--- src/rtl/multicycle_control_pkg.sv ---
// Shared types and constants for the multicycle control FSM: state encodings,
// opcode/funct values, ALU codes, operand select codes and the control payload.
package multicycle_control_pkg;

    localparam int unsigned OPW     = 6;
    localparam int unsigned STATE_W = 4;
    localparam int unsigned ALU_W   = 3;
    localparam int unsigned SELA_W  = 2;
    localparam int unsigned PCSRC_W = 2;

    typedef enum logic [STATE_W-1:0] {
        S_IDLE     = 4'd0,
        S_FETCH    = 4'd1,
        S_DECODE   = 4'd2,
        S_EXEC_R   = 4'd3,
        S_EXEC_I   = 4'd4,
        S_MEM_ADDR = 4'd5,
        S_MEM_RD   = 4'd6,
        S_MEM_WR   = 4'd7,
        S_WB_MEM   = 4'd8,
        S_WB_ALU   = 4'd9,
        S_BRANCH   = 4'd10,
        S_JUMP     = 4'd11
    } state_e;

    localparam logic [OPW-1:0] OP_RTYPE = 6'b000000;
    localparam logic [OPW-1:0] OP_LW    = 6'b100011;
    localparam logic [OPW-1:0] OP_SW    = 6'b101011;
    localparam logic [OPW-1:0] OP_BEQ   = 6'b000100;
    localparam logic [OPW-1:0] OP_ADDI  = 6'b001000;
    localparam logic [OPW-1:0] OP_J     = 6'b000010;

    localparam logic [OPW-1:0] FN_ADD = 6'b100000;
    localparam logic [OPW-1:0] FN_SUB = 6'b100010;
    localparam logic [OPW-1:0] FN_AND = 6'b100100;
    localparam logic [OPW-1:0] FN_OR  = 6'b100101;
    localparam logic [OPW-1:0] FN_SLT = 6'b101010;

    localparam logic [ALU_W-1:0] ALU_ADD = 3'b010;
    localparam logic [ALU_W-1:0] ALU_SUB = 3'b110;
    localparam logic [ALU_W-1:0] ALU_AND = 3'b000;
    localparam logic [ALU_W-1:0] ALU_OR  = 3'b001;
    localparam logic [ALU_W-1:0] ALU_SLT = 3'b111;

    localparam logic [SELA_W-1:0] SELA_REG      = 2'b00;
    localparam logic [SELA_W-1:0] SELA_FOUR     = 2'b01;
    localparam logic [SELA_W-1:0] SELA_IMM_EXT  = 2'b10;
    localparam logic [SELA_W-1:0] SELA_IMM_DESP = 2'b11;

    localparam logic SELB_RS = 1'b0;
    localparam logic SELB_PC = 1'b1;

    localparam logic [PCSRC_W-1:0] PCSRC_ALU    = 2'b00;
    localparam logic [PCSRC_W-1:0] PCSRC_ALUOUT = 2'b01;
    localparam logic [PCSRC_W-1:0] PCSRC_JUMP   = 2'b10;

    typedef struct packed {
        logic               mem_req;
        logic               mem_we;
        logic               iord;
        logic               ir_write;
        logic               pc_write;
        logic [PCSRC_W-1:0] pc_src;
        logic               reg_write;
        logic               reg_dst;
        logic               mem_to_reg;
        logic [SELA_W-1:0]  sel_operA;
        logic               sel_operB;
        logic [ALU_W-1:0]   alu_ctrl;
        logic               illegal_op;
    } ctrl_t;

endpackage

--- src/rtl/multicycle_control_if.sv ---
// Controller <-> datapath/memory signal bundle; the controller is the master.
interface multicycle_control_if;
    import multicycle_control_pkg::*;

    logic [OPW-1:0]     opcode;
    logic [OPW-1:0]     funct;
    logic               zero;
    logic               mem_ready;
    logic               mem_req;
    logic               mem_we;
    logic               iord;
    logic               ir_write;
    logic               pc_write;
    logic [PCSRC_W-1:0] pc_src;
    logic               reg_write;
    logic               reg_dst;
    logic               mem_to_reg;
    logic [SELA_W-1:0]  sel_operA;
    logic               sel_operB;
    logic [ALU_W-1:0]   alu_ctrl;
    logic               illegal_op;
    logic [STATE_W-1:0] state_dbg;

    modport master (
        input  opcode, funct, zero, mem_ready,
        output mem_req, mem_we, iord, ir_write, pc_write, pc_src, reg_write,
               reg_dst, mem_to_reg, sel_operA, sel_operB, alu_ctrl,
               illegal_op, state_dbg
    );

    modport slave (
        output opcode, funct, zero, mem_ready,
        input  mem_req, mem_we, iord, ir_write, pc_write, pc_src, reg_write,
               reg_dst, mem_to_reg, sel_operA, sel_operB, alu_ctrl,
               illegal_op, state_dbg
    );

endinterface

--- src/rtl/multicycle_control_alu_funct_decode.sv ---
// R-type funct field to ALU operation; valid_c flags a supported funct.
module alu_funct_decode
    import multicycle_control_pkg::*;
(
    input  logic [OPW-1:0]   funct,
    output logic [ALU_W-1:0] alu_ctrl_c,
    output logic             valid_c
);

    // Unsupported funct falls back to add so the ALU sees a benign operation.
    always_comb begin
        alu_ctrl_c = ALU_ADD;
        valid_c    = 1'b1;
        case (funct)
            FN_ADD:  alu_ctrl_c = ALU_ADD;
            FN_SUB:  alu_ctrl_c = ALU_SUB;
            FN_AND:  alu_ctrl_c = ALU_AND;
            FN_OR:   alu_ctrl_c = ALU_OR;
            FN_SLT:  alu_ctrl_c = ALU_SLT;
            default: valid_c    = 1'b0;
        endcase
    end

endmodule

--- src/rtl/multicycle_control.sv ---
// Multicycle control FSM: sequences fetch/decode/execute/memory/write-back and
// drives the datapath strobes combinationally from the current state.
module multicycle_control
    import multicycle_control_pkg::*;
(
    input  logic                clk,
    input  logic                reset,
    multicycle_control_if.master bus
);

    state_e           state_q;
    state_e           state_d;
    ctrl_t            ctrl_c;
    logic [ALU_W-1:0] fd_alu_c;
    logic             fd_valid_c;

    alu_funct_decode u_funct_dec (
        .funct      (bus.funct),
        .alu_ctrl_c (fd_alu_c),
        .valid_c    (fd_valid_c)
    );

    always_ff @(posedge clk or posedge reset) begin
        if (reset) state_q <= S_IDLE;
        else       state_q <= state_d;
    end

    always_comb begin
        state_d = S_IDLE;
        ctrl_c  = '0;
        case (state_q)
            S_IDLE: state_d = S_FETCH;
            S_FETCH: begin
                ctrl_c.mem_req   = 1'b1;
                ctrl_c.sel_operA = SELA_FOUR;
                ctrl_c.sel_operB = SELB_PC;
                ctrl_c.alu_ctrl  = ALU_ADD;
                if (bus.mem_ready) begin
                    ctrl_c.ir_write = 1'b1;
                    ctrl_c.pc_write = 1'b1;
                    ctrl_c.pc_src   = PCSRC_ALU;
                    state_d         = S_DECODE;
                end else begin
                    state_d = S_FETCH;
                end
            end
            // Branch target is computed here, before the opcode is known.
            S_DECODE: begin
                ctrl_c.sel_operA = SELA_IMM_DESP;
                ctrl_c.sel_operB = SELB_PC;
                ctrl_c.alu_ctrl  = ALU_ADD;
                case (bus.opcode)
                    OP_RTYPE:     state_d = S_EXEC_R;
                    OP_LW, OP_SW: state_d = S_MEM_ADDR;
                    OP_BEQ:       state_d = S_BRANCH;
                    OP_ADDI:      state_d = S_EXEC_I;
                    OP_J:         state_d = S_JUMP;
                    default: begin
                        ctrl_c.illegal_op = 1'b1;
                        state_d           = S_FETCH;
                    end
                endcase
            end
            S_EXEC_R: begin
                ctrl_c.sel_operA  = SELA_REG;
                ctrl_c.sel_operB  = SELB_RS;
                ctrl_c.alu_ctrl   = fd_alu_c;
                ctrl_c.illegal_op = ~fd_valid_c;
                state_d           = fd_valid_c ? S_WB_ALU : S_FETCH;
            end
            S_EXEC_I, S_MEM_ADDR: begin
                ctrl_c.sel_operA = SELA_IMM_EXT;
                ctrl_c.sel_operB = SELB_RS;
                ctrl_c.alu_ctrl  = ALU_ADD;
                if (state_q == S_EXEC_I)       state_d = S_WB_ALU;
                else if (bus.opcode == OP_LW)  state_d = S_MEM_RD;
                else                           state_d = S_MEM_WR;
            end
            S_MEM_RD: begin
                ctrl_c.mem_req = 1'b1;
                ctrl_c.iord    = 1'b1;
                state_d        = bus.mem_ready ? S_WB_MEM : S_MEM_RD;
            end
            S_MEM_WR: begin
                ctrl_c.mem_req = 1'b1;
                ctrl_c.mem_we  = 1'b1;
                ctrl_c.iord    = 1'b1;
                state_d        = bus.mem_ready ? S_FETCH : S_MEM_WR;
            end
            S_WB_MEM: begin
                ctrl_c.reg_write  = 1'b1;
                ctrl_c.mem_to_reg = 1'b1;
                state_d           = S_FETCH;
            end
            S_WB_ALU: begin
                ctrl_c.reg_write = 1'b1;
                ctrl_c.reg_dst   = (bus.opcode == OP_RTYPE);
                state_d          = S_FETCH;
            end
            S_BRANCH: begin
                ctrl_c.sel_operA = SELA_REG;
                ctrl_c.sel_operB = SELB_RS;
                ctrl_c.alu_ctrl  = ALU_SUB;
                ctrl_c.pc_src    = PCSRC_ALUOUT;
                ctrl_c.pc_write  = bus.zero;
                state_d          = S_FETCH;
            end
            S_JUMP: begin
                ctrl_c.pc_src   = PCSRC_JUMP;
                ctrl_c.pc_write = 1'b1;
                state_d         = S_FETCH;
            end
            default: state_d = S_IDLE;
        endcase
    end

    assign bus.mem_req    = ctrl_c.mem_req;
    assign bus.mem_we     = ctrl_c.mem_we;
    assign bus.iord       = ctrl_c.iord;
    assign bus.ir_write   = ctrl_c.ir_write;
    assign bus.pc_write   = ctrl_c.pc_write;
    assign bus.pc_src     = ctrl_c.pc_src;
    assign bus.reg_write  = ctrl_c.reg_write;
    assign bus.reg_dst    = ctrl_c.reg_dst;
    assign bus.mem_to_reg = ctrl_c.mem_to_reg;
    assign bus.sel_operA  = ctrl_c.sel_operA;
    assign bus.sel_operB  = ctrl_c.sel_operB;
    assign bus.alu_ctrl   = ctrl_c.alu_ctrl;
    assign bus.illegal_op = ctrl_c.illegal_op;
    assign bus.state_dbg  = STATE_W'(state_q);

endmodule
--- src/flat_wrapper.sv ---
// flat-port wrapper written by rule: the top's interface ports become plain ports
module multicycle_control_flat import multicycle_control_pkg::*;
  (clk, reset, bus_opcode, bus_funct, bus_zero, bus_mem_ready, bus_mem_req, bus_mem_we, bus_iord, bus_ir_write, bus_pc_write, bus_pc_src, bus_reg_write, bus_reg_dst, bus_mem_to_reg, bus_sel_operA, bus_sel_operB, bus_alu_ctrl, bus_illegal_op, bus_state_dbg);
  multicycle_control_if bus_i ();
  input  logic clk;
  input  logic reset;
  input wire logic [$bits(bus_i.opcode)-1:0] bus_opcode;
  input wire logic [$bits(bus_i.funct)-1:0] bus_funct;
  input wire logic [$bits(bus_i.zero)-1:0] bus_zero;
  input wire logic [$bits(bus_i.mem_ready)-1:0] bus_mem_ready;
  output wire logic [$bits(bus_i.mem_req)-1:0] bus_mem_req;
  output wire logic [$bits(bus_i.mem_we)-1:0] bus_mem_we;
  output wire logic [$bits(bus_i.iord)-1:0] bus_iord;
  output wire logic [$bits(bus_i.ir_write)-1:0] bus_ir_write;
  output wire logic [$bits(bus_i.pc_write)-1:0] bus_pc_write;
  output wire logic [$bits(bus_i.pc_src)-1:0] bus_pc_src;
  output wire logic [$bits(bus_i.reg_write)-1:0] bus_reg_write;
  output wire logic [$bits(bus_i.reg_dst)-1:0] bus_reg_dst;
  output wire logic [$bits(bus_i.mem_to_reg)-1:0] bus_mem_to_reg;
  output wire logic [$bits(bus_i.sel_operA)-1:0] bus_sel_operA;
  output wire logic [$bits(bus_i.sel_operB)-1:0] bus_sel_operB;
  output wire logic [$bits(bus_i.alu_ctrl)-1:0] bus_alu_ctrl;
  output wire logic [$bits(bus_i.illegal_op)-1:0] bus_illegal_op;
  output wire logic [$bits(bus_i.state_dbg)-1:0] bus_state_dbg;
  assign bus_i.opcode = bus_opcode;
  assign bus_i.funct = bus_funct;
  assign bus_i.zero = bus_zero;
  assign bus_i.mem_ready = bus_mem_ready;
  assign bus_mem_req = bus_i.mem_req;
  assign bus_mem_we = bus_i.mem_we;
  assign bus_iord = bus_i.iord;
  assign bus_ir_write = bus_i.ir_write;
  assign bus_pc_write = bus_i.pc_write;
  assign bus_pc_src = bus_i.pc_src;
  assign bus_reg_write = bus_i.reg_write;
  assign bus_reg_dst = bus_i.reg_dst;
  assign bus_mem_to_reg = bus_i.mem_to_reg;
  assign bus_sel_operA = bus_i.sel_operA;
  assign bus_sel_operB = bus_i.sel_operB;
  assign bus_alu_ctrl = bus_i.alu_ctrl;
  assign bus_illegal_op = bus_i.illegal_op;
  assign bus_state_dbg = bus_i.state_dbg;
  multicycle_control u_core (.clk(clk), .reset(reset), .bus(bus_i));
endmodule
--- config.mk ---
export PLATFORM = sky130hd
export DESIGN_NAME = multicycle_control_flat
export DESIGN_NICKNAME = d
export VERILOG_FILES = /design/src/rtl/multicycle_control_pkg.sv /design/src/rtl/multicycle_control_if.sv /design/src/rtl/multicycle_control_alu_funct_decode.sv /design/src/rtl/multicycle_control.sv /design/src/flat_wrapper.sv
export SDC_FILE = /design/constraint.sdc
export NUM_CORES = 1
export LEC_CHECK = 0
export BUFFER_PORTS_ARGS = -buffer_cell sky130_fd_sc_hd__buf_2
export CORE_MARGIN = 5
export CORE_UTILIZATION = 46
export DETAILED_ROUTE_END_ITERATION = 10
export PLACE_DENSITY = 0.89
export SLEW_MARGIN = 15
export SYNTH_ARGS = -nofsm -noshare
export SYNTH_HDL_FRONTEND = slang
export SYNTH_HIERARCHICAL = 1
export SYNTH_SLANG_ARGS = --single-unit
--- constraint.sdc ---
create_clock -name clk -period 1.9 [get_ports clk]
set_clock_uncertainty 0.05 [all_clocks]
set_input_delay 0 -clock clk [delete_from_list [all_inputs] [get_ports clk]]
set_output_delay 0 -clock clk [all_outputs]
set_load 0.01 [all_outputs]
==> results.md, run 1 <==
* Comb power frac at 0.504
* Int Power at 0.265 mW
* RSZ-0062 raised after global routing: no
* Synth Area per Inst at 7.24 sq um
* Switch share at 0.397
* R2R Setup Slk at 520 ps
* Worst path max stage delay at 470 ps
* Die X at 47.6 microns
* Post-synthesis sequential area ratio at 0.154
* Met1 usage at 0.186
* Pleak at around 0.4 nW
* Worst min path class: input port to flop
* Number of flops mapped to enable cells by yosys at 0
* Syn-to-layout area delta at 32.1%
* Layout Cells excl Fill at roughly 140
* Vias per cell at 5.56
* Asr flop ratio synth at 1.00
* Gr busiest metal: met2
* Crit-path cells: or3b_1 -> a211o_1 -> o21ai_2 -> buf_2
* Max Slew Vio Count at 0
* Num rows at 13
* Most frequent cells in the layout: 36 x buf_2, 10 x nor2_1, 7 x a21oi_1, 6 x nor3_1, 6 x nand2_1
* Area after DPL at 828 sq um
* Total Power at 0.439 mW
* Initial antenna violation count at 0
* Sum of buffers and inverters on the critical path at 1
* Final RePlAce weighted congestion at 0.815
* Clk root buf: clkbuf_4
* Post-synth top flop: dfrtp_1
* Worst-margin pin slew at 611 ps
* # nets final at between 100 and 150
* Library cells used by synthesis at 36
* Mapped Cells at 90
* Antenna cells at 0
* Worst path slowest cell: dfrtp_1
* Synthesized netlist net count at 106
* Switching Power at 0.174 mW
* Design Area, Final at 861 sq um
* Pre-Repair DR Iteration Count at 5
* Boundary pin count at 37
* Total number of vias at 773
* CP arrival at around 1600 ps
* Maxcap violations at 0
* Data required time at the worst endpoint at between 1500 and 2000 ps
* Synth Register Bits at 4
* Vias in the first global route at approximately 700
* Overall routing resource usage at 0.172
* Status: completed
* Worst r2r dst: u_core/bus.state_dbg[3]
* Setup TNS at 0 ps
* Global-route wire length before repair at 2.86 mm
* IO Port Bufs at 36
* DRT antenna net count at 0
* Die Ht at 47.6 microns
* Largest net degree at the start of global routing at 22
* Yosys warnings at 6
* H-Tree Level Count at 1
* Clk Latency, worst-skew pair at 230 ps
* # hold bufs at CTS at 1
* Clock Pin Slew Worst Setup and Hold Paths at approximately 40 ps
* Worst-path maximum fanout at 11
* Top delay family on crit path: flip-flops
* Overflow after GRT at 0
* Final core utilization at 0.653
* DR DRC count at 0
* Clock sink count at 4
* Die area at about 2300 sq um
* Final worst slack at between 200 and 250 ps
* Hold Slack at 48.0 ps
* Fin. Hold Viols at 0
* Commonest non-fill, non-tap cell in the layout: buf_2
* PostCTS Resize Cnt at 0
* Number of flip-flops in the largest register at 4
* Critical path depth at 4
* GRT met2 Usage at 0.332
* Final period utilization at 0.881
* Final setup vio count at 0
* Post-CTS Repair Setup Buffers at 0
* Sequential share of power at 0.251
* Minimum clock period at 1670 ps
* Clk pwr share at 0.245
* Hpwl dp at between 1 and 1.5 mm
* FF-to-FF Start: u_core/bus.state_dbg[1]
* Avg WL per Cell at 13.5 microns
* Num CTS Buffers at 3
* Core Area at 1320 sq um
* Initial core utilization at 0.495
* Initial drt markers at 16
* Syn Std Cell Area at 652 sq um
* Layout cells sized above 1 at 0.379
* Hold Path Stages at 3
* DRT Wirelength at 1.87 mm
* Setup WS pre-CTS at 503 ps
* FF-to-FF path depth at 3
* Largest vdd supply drop at between 0.2 and 0.3 mV
* Fmax at roughly 0.6 GHz
* CTS tree: built
* P per Cell Area at 510 nW/um^2
* WHS Endpoint: u_core/bus.state_dbg[1]
* Rel. slew slack at 0.593
* Setup crit end kind: primary output
* Startpoint types: flop
* Placed Instances at ~140
* WS Path Type: flop to primary output
* Worst Min Path Start: bus_mem_ready
* Met3 Use GR at 0.0226
* Max clock buf depth at 2
[power groups by stage]
| stage | clock (mW) | combinational [mW] | sequential (mW) |
|---|---|---|---|
| 2_1_floorplan | 0 | 0.148 | 0.105 |
| 3_3_place_gp | 0 | 0.214 | 0.110 |
| 3_5_place_dp | 0 | 0.220 | 0.111 |
| 4_1_cts | 0.112 | 0.223 | 0.110 |
| 5_1_grt | 0.116 | 0.244 | 0.113 |
| 6_report | 0.108 | 0.221 | 0.110 |
[worst max path at each step]
stage / startpoint / slack [ps] / to
finish: u_core/bus.state_dbg[2] / 230 / bus_illegal_op
floorplan: u_core/bus.state_dbg[0] / 520 / bus_sel_operA[0]
global placement: u_core/bus.state_dbg[2] / 510 / bus_illegal_op
detailed placement: u_core/bus.state_dbg[2] / 500 / bus_illegal_op
global route: u_core/bus.state_dbg[1] / 140 / bus_illegal_op
CTS: u_core/bus.state_dbg[2] / 220 / bus_illegal_op
[area by class of cell]
type / instances / area, sq um
clock buffers: 3 / 22.5
repair buffers: 40 / 213
multi-input cells: 76 / 503
inverters: 1 / 3.75
fillers: 127 / 457
flip-flops and latches: 4 / 100
well taps: 15 / 18.8
[worst reg2reg max path, cell delays in order (launching register included)]
cell,delay [ps]
dfrtp_1,490
nor3b_1,430
nand3_1,130
a31oi_1,190
[per-layer routing]
layer	vias to the layer above	part of all wire
met2	34	0.52
met4	0	0.0064
li1	400	-
met5	-	0
met3	2	0.088
met1	337	0.38
[cells in the mapped netlist, drive strengths merged, types with 2 or more instances]
cell type  instances  area [sq um]
nor2              10          37.5
a21oi              7          35.0
o211ai             2          15.0
nor3               6          30.0
xor2               2          17.5
a31oi              4          25.0
dfrtp              4           100
nor2b              5          31.3
nand3              2          10.0
nand3b             2          15.0
nand2              6          22.5
nand2b             6          45.0
nand4b             3          26.3
nor3b              3          22.5
clkbuf             3          11.3
nor4b              2          17.5
buf                6          33.8
nand4bb            2          22.5
[kinds of logic after synthesis]
logic type	synth area share
XOR/XNOR	0.0269
flip-flops	0.154
AO/OA/AOI/OAI	0.209
multiplexers	0.0173
AND/OR/NAND/NOR	0.518
buffers and inverters	0.0748
Note: power is estimated with default switching activity, not from simulation.
==> run 2, diff against run 1 <==
ABC_AREA = 1   (was not set)
PLACE_DENSITY = 0.9   (was 0.89)
==> run 2 against run 1 <==
Power grew 69%. Final area shrank 0.58%. Fmax grew 12%.
==> results.md, run 2 <==
* WS Path Type: flop to primary output (unchanged)
* Mapped Cells at 124 (was 90)
* Initial antenna violation count at 0 (unchanged)
* Boundary pin count at 37 (unchanged)
* Global-route wire length before repair at 2.93 mm (was 2.86 mm)
* Vias per cell at 4.79 (was 5.56)
* Number of flops mapped to enable cells by yosys at 0 (unchanged)
* Die X at 47.1 microns (was 47.6 microns)
* Num rows at 13 (unchanged)
* Post-synth top area cell: nand2_1 (was dfrtp_1)
* Synth area leaders: nand2_1 21%, dfrtp_1 16%, nor2_1 15% (was dfrtp_1 15%, nor2_1 5.8%, a21oi_1 5.4%)
* Worst setup path endpoint: bus_illegal_op (unchanged)
* DR DRC count at 0 (unchanged)
* Worst-path maximum fanout at 7 (was 11)
* Startpoint types: flop (unchanged)
* Clock sink count at 4 (unchanged)
* Avg WL per Cell at 10.1 microns (was 13.5 microns)
* FF-to-FF path depth at 5 (was 3)
* Core Area at 1300 sq um (was 1320 sq um)
* Synth Register Bits at 4 (unchanged)
* Overall routing resource usage at 0.181 (was 0.172)
* CP arrival at 1440 ps (was 1620 ps)
* Die area at 2210 sq um (was 2270 sq um)
* Largest net degree at the start of global routing at 9 (was 22)
* Fmax at 0.669 GHz (was 0.597 GHz)
* Pre-Repair DR Iteration Count at 4 (was 5)
* Total Power at 0.741 mW (was 0.439 mW)
* # nets final at 181 (was 142)
* Worst min path class: input port to flop (unchanged)
* Yosys warnings at 6 (unchanged)
* Post-synth top flop: dfrtp_1 (unchanged)
* Syn-to-layout area delta at 35.4% (was 32.1%)
* Setup WS pre-CTS at 659 ps (was 503 ps)
* P per Cell Area at 866 nW/um^2 (was 510 nW/um^2)
* Library cells used by synthesis at 19 (was 36)
* Vias in the first global route at 759 (was 696)
* Switch share at 0.510 (was 0.397)
* Setup crit end kind: primary output (unchanged)
* IO Port Bufs at 36 (unchanged)
* Syn Std Cell Area at 632 sq um (was 652 sq um)
* Sequential share of power at 0.190 (was 0.251)
* Minimum clock period at 1490 ps (was 1670 ps)
* Die Ht at 47.1 microns (was 47.6 microns)
* Worst-margin pin slew at 252 ps (was 611 ps)
* Total number of vias at 852 (was 773)
* Final core utilization at 0.658 (was 0.653)
* Int Power at 0.363 mW (was 0.265 mW)
* Switching Power at 0.378 mW (was 0.174 mW)
* Layout Cells excl Fill at 178 (was 139)
* Clk Latency, worst-skew pair at 230 ps (about the same)
* Antenna cells at 0 (unchanged)
* R2R Setup Slk at 690 ps (was 520 ps)
* Clk root buf: clkbuf_4 (unchanged)
* Placed Instances at 174 (was 135)
* H-Tree Level Count at 1 (unchanged)
* Rel. slew slack at 0.831 (was 0.593)
* Status: completed (unchanged)
* Final worst slack at 406 ps (was 225 ps)
* CTS tree: built (unchanged)
* FF-to-FF Start: u_core/bus.state_dbg[1] (unchanged)
* Hpwl dp at 1.56 mm (was 1.49 mm)
* Count leader, synth: nand2_1 (was nor2_1)
* Data required time at the worst endpoint at 1850 ps (about the same)
* Comb power frac at 0.675 (was 0.504)
* Fin. Hold Viols at 0 (unchanged)
* Max Slew Vio Count at 0 (unchanged)
* Largest vdd supply drop at 0.585 mV (was 0.282 mV)
* Asr flop ratio synth at 1.00 (unchanged)
* Layout cells sized above 1 at 0.313 (was 0.379)
* Filler Cell Count at 139 (was 127)
* Final period utilization at 0.786 (was 0.881)
* Most frequent cells in the layout: 36 x buf_2, 36 x nand2_1, 25 x nor2_1, 24 x inv_1, 11 x nand3_1 (was 36 x buf_2, 10 x nor2_1, 7 x a21oi_1, 6 x nor3_1, 6 x nand2_1)
* DRT Wirelength at 1.79 mm (was 1.87 mm)
* Synth Area per Inst at 5.10 sq um (was 7.24 sq um)
* Maxcap violations at 0 (unchanged)
* Clk pwr share at 0.135 (was 0.245)
* Number of flip-flops in the largest register at 4 (unchanged)
* Num CTS Buffers at 3 (unchanged)
* Worst Setup SP: u_core/bus.state_dbg[0] (was u_core/bus.state_dbg[2])
* Final RePlAce weighted congestion at 0.818 (was 0.815)
* Synthesized netlist net count at 140 (was 106)
* Initial core utilization at 0.486 (was 0.495)
* Yosys top cell area share at 0.214 (was 0.154)
* Worst Min Path Start: bus_mem_ready (unchanged)
* Pleak at 0.551 nW (was 0.398 nW)
* Setup TNS at 0 ps (unchanged)
* Synth cell count leaders: 36 x nand2_1, 25 x nor2_1, 24 x inv_1 (was 10 x nor2_1, 7 x a21oi_1, 6 x nand2_1, 6 x nor3_1)
* Overflow after GRT at 0 (unchanged)
* Final setup vio count at 0 (unchanged)
* Max clock buf depth at 2 (unchanged)
* Worst r2r dst: u_core/bus.state_dbg[1] (was u_core/bus.state_dbg[3])
* Initial drt markers at 16 (unchanged)
* RSZ-0062 raised after global routing: no (unchanged)
* Post-synthesis sequential area ratio at 0.158 (was 0.154)
* Clock Pin Slew Worst Setup and Hold Paths at 40 ps (about the same)
* DRT antenna net count at 0 (unchanged)
## run 2: changes by cell type after synthesis, sizes merged, moves of 6 or more
cell,delta
nand2,+33
nor2,+20
nor3,-6
inv,+25
nand2b,-6
nand3,+10
## run 2: worst min-delay path by stage
stage | endpoint | depth (start not counted)
after floorplan | u_core/bus.state_dbg[0] | 1
after global placement | u_core/bus.state_dbg[2] | 2
after detailed placement | u_core/bus.state_dbg[3] | 2
after CTS | u_core/bus.state_dbg[1] | 3
after global routing | u_core/bus.state_dbg[1] | 3
final | u_core/bus.state_dbg[1] | 3
## run 2: cells by family after synthesis
logic type / after synthesis / synth area share
flops: 4 / 0.158
compound gates: 8 / 0.0772
buf+inv: 27 / 0.166
simple gates: 85 / 0.598
## run 2: cell type report
class	count	area (sq um)	share of cell area
clock buffers	3	22.5	0.0263
inverters	26	97.6	0.114
multi-input cells	93	427	0.499
flip-flops and latches	4	100	0.117
well taps	15	18.8	0.0219
repair buffers	37	190	0.222
## run 2: layer usage
| metal | global-route usage | routed length, microns |
|---|---|---|
| met5 | 0 | 0 |
| met4 | 0.0497 | 0 |
| met3 | 0.0115 | 161 |
| met2 | 0.328 | 925 |
| met1 | 0.230 | 706 |
## run 2: critical path, cell delays in order (launching register included)
cell and delay, ps:
dfrtp_1 410, inv_1 150, nand2_2 100, nor2_4 210, nand3_2 100, o21ai_2 110
buf_2 130
## run 2: power groups by stage
stage	logic [mW]	clock network [mW]	registers (mW)
after CTS	0.496	0.105	0.140
after floorplan	0.320	0	0.147
after detailed placement	0.493	0	0.141
after global placement	0.480	0	0.139
final	0.500	0.100	0.141
after global routing	0.558	0.109	0.148
## run 2: repair_timing
item                                   4_1_cts  5_1_grt
hold buffers                                 1        0
buffers inserted                             0        0
endpoints found under the hold margin        4        0
gates resized for setup                      0        0
## run 2: through the flow
stage / hold slack (ps) / area, sq um
2_1_floorplan: -284 / 632
3_3_place_gp: -172 / 823
3_5_place_dp: -173 / 823
4_1_cts: 44.6 / 856
5_1_grt: 80.7 / 856
6_report: 67.5 / 856
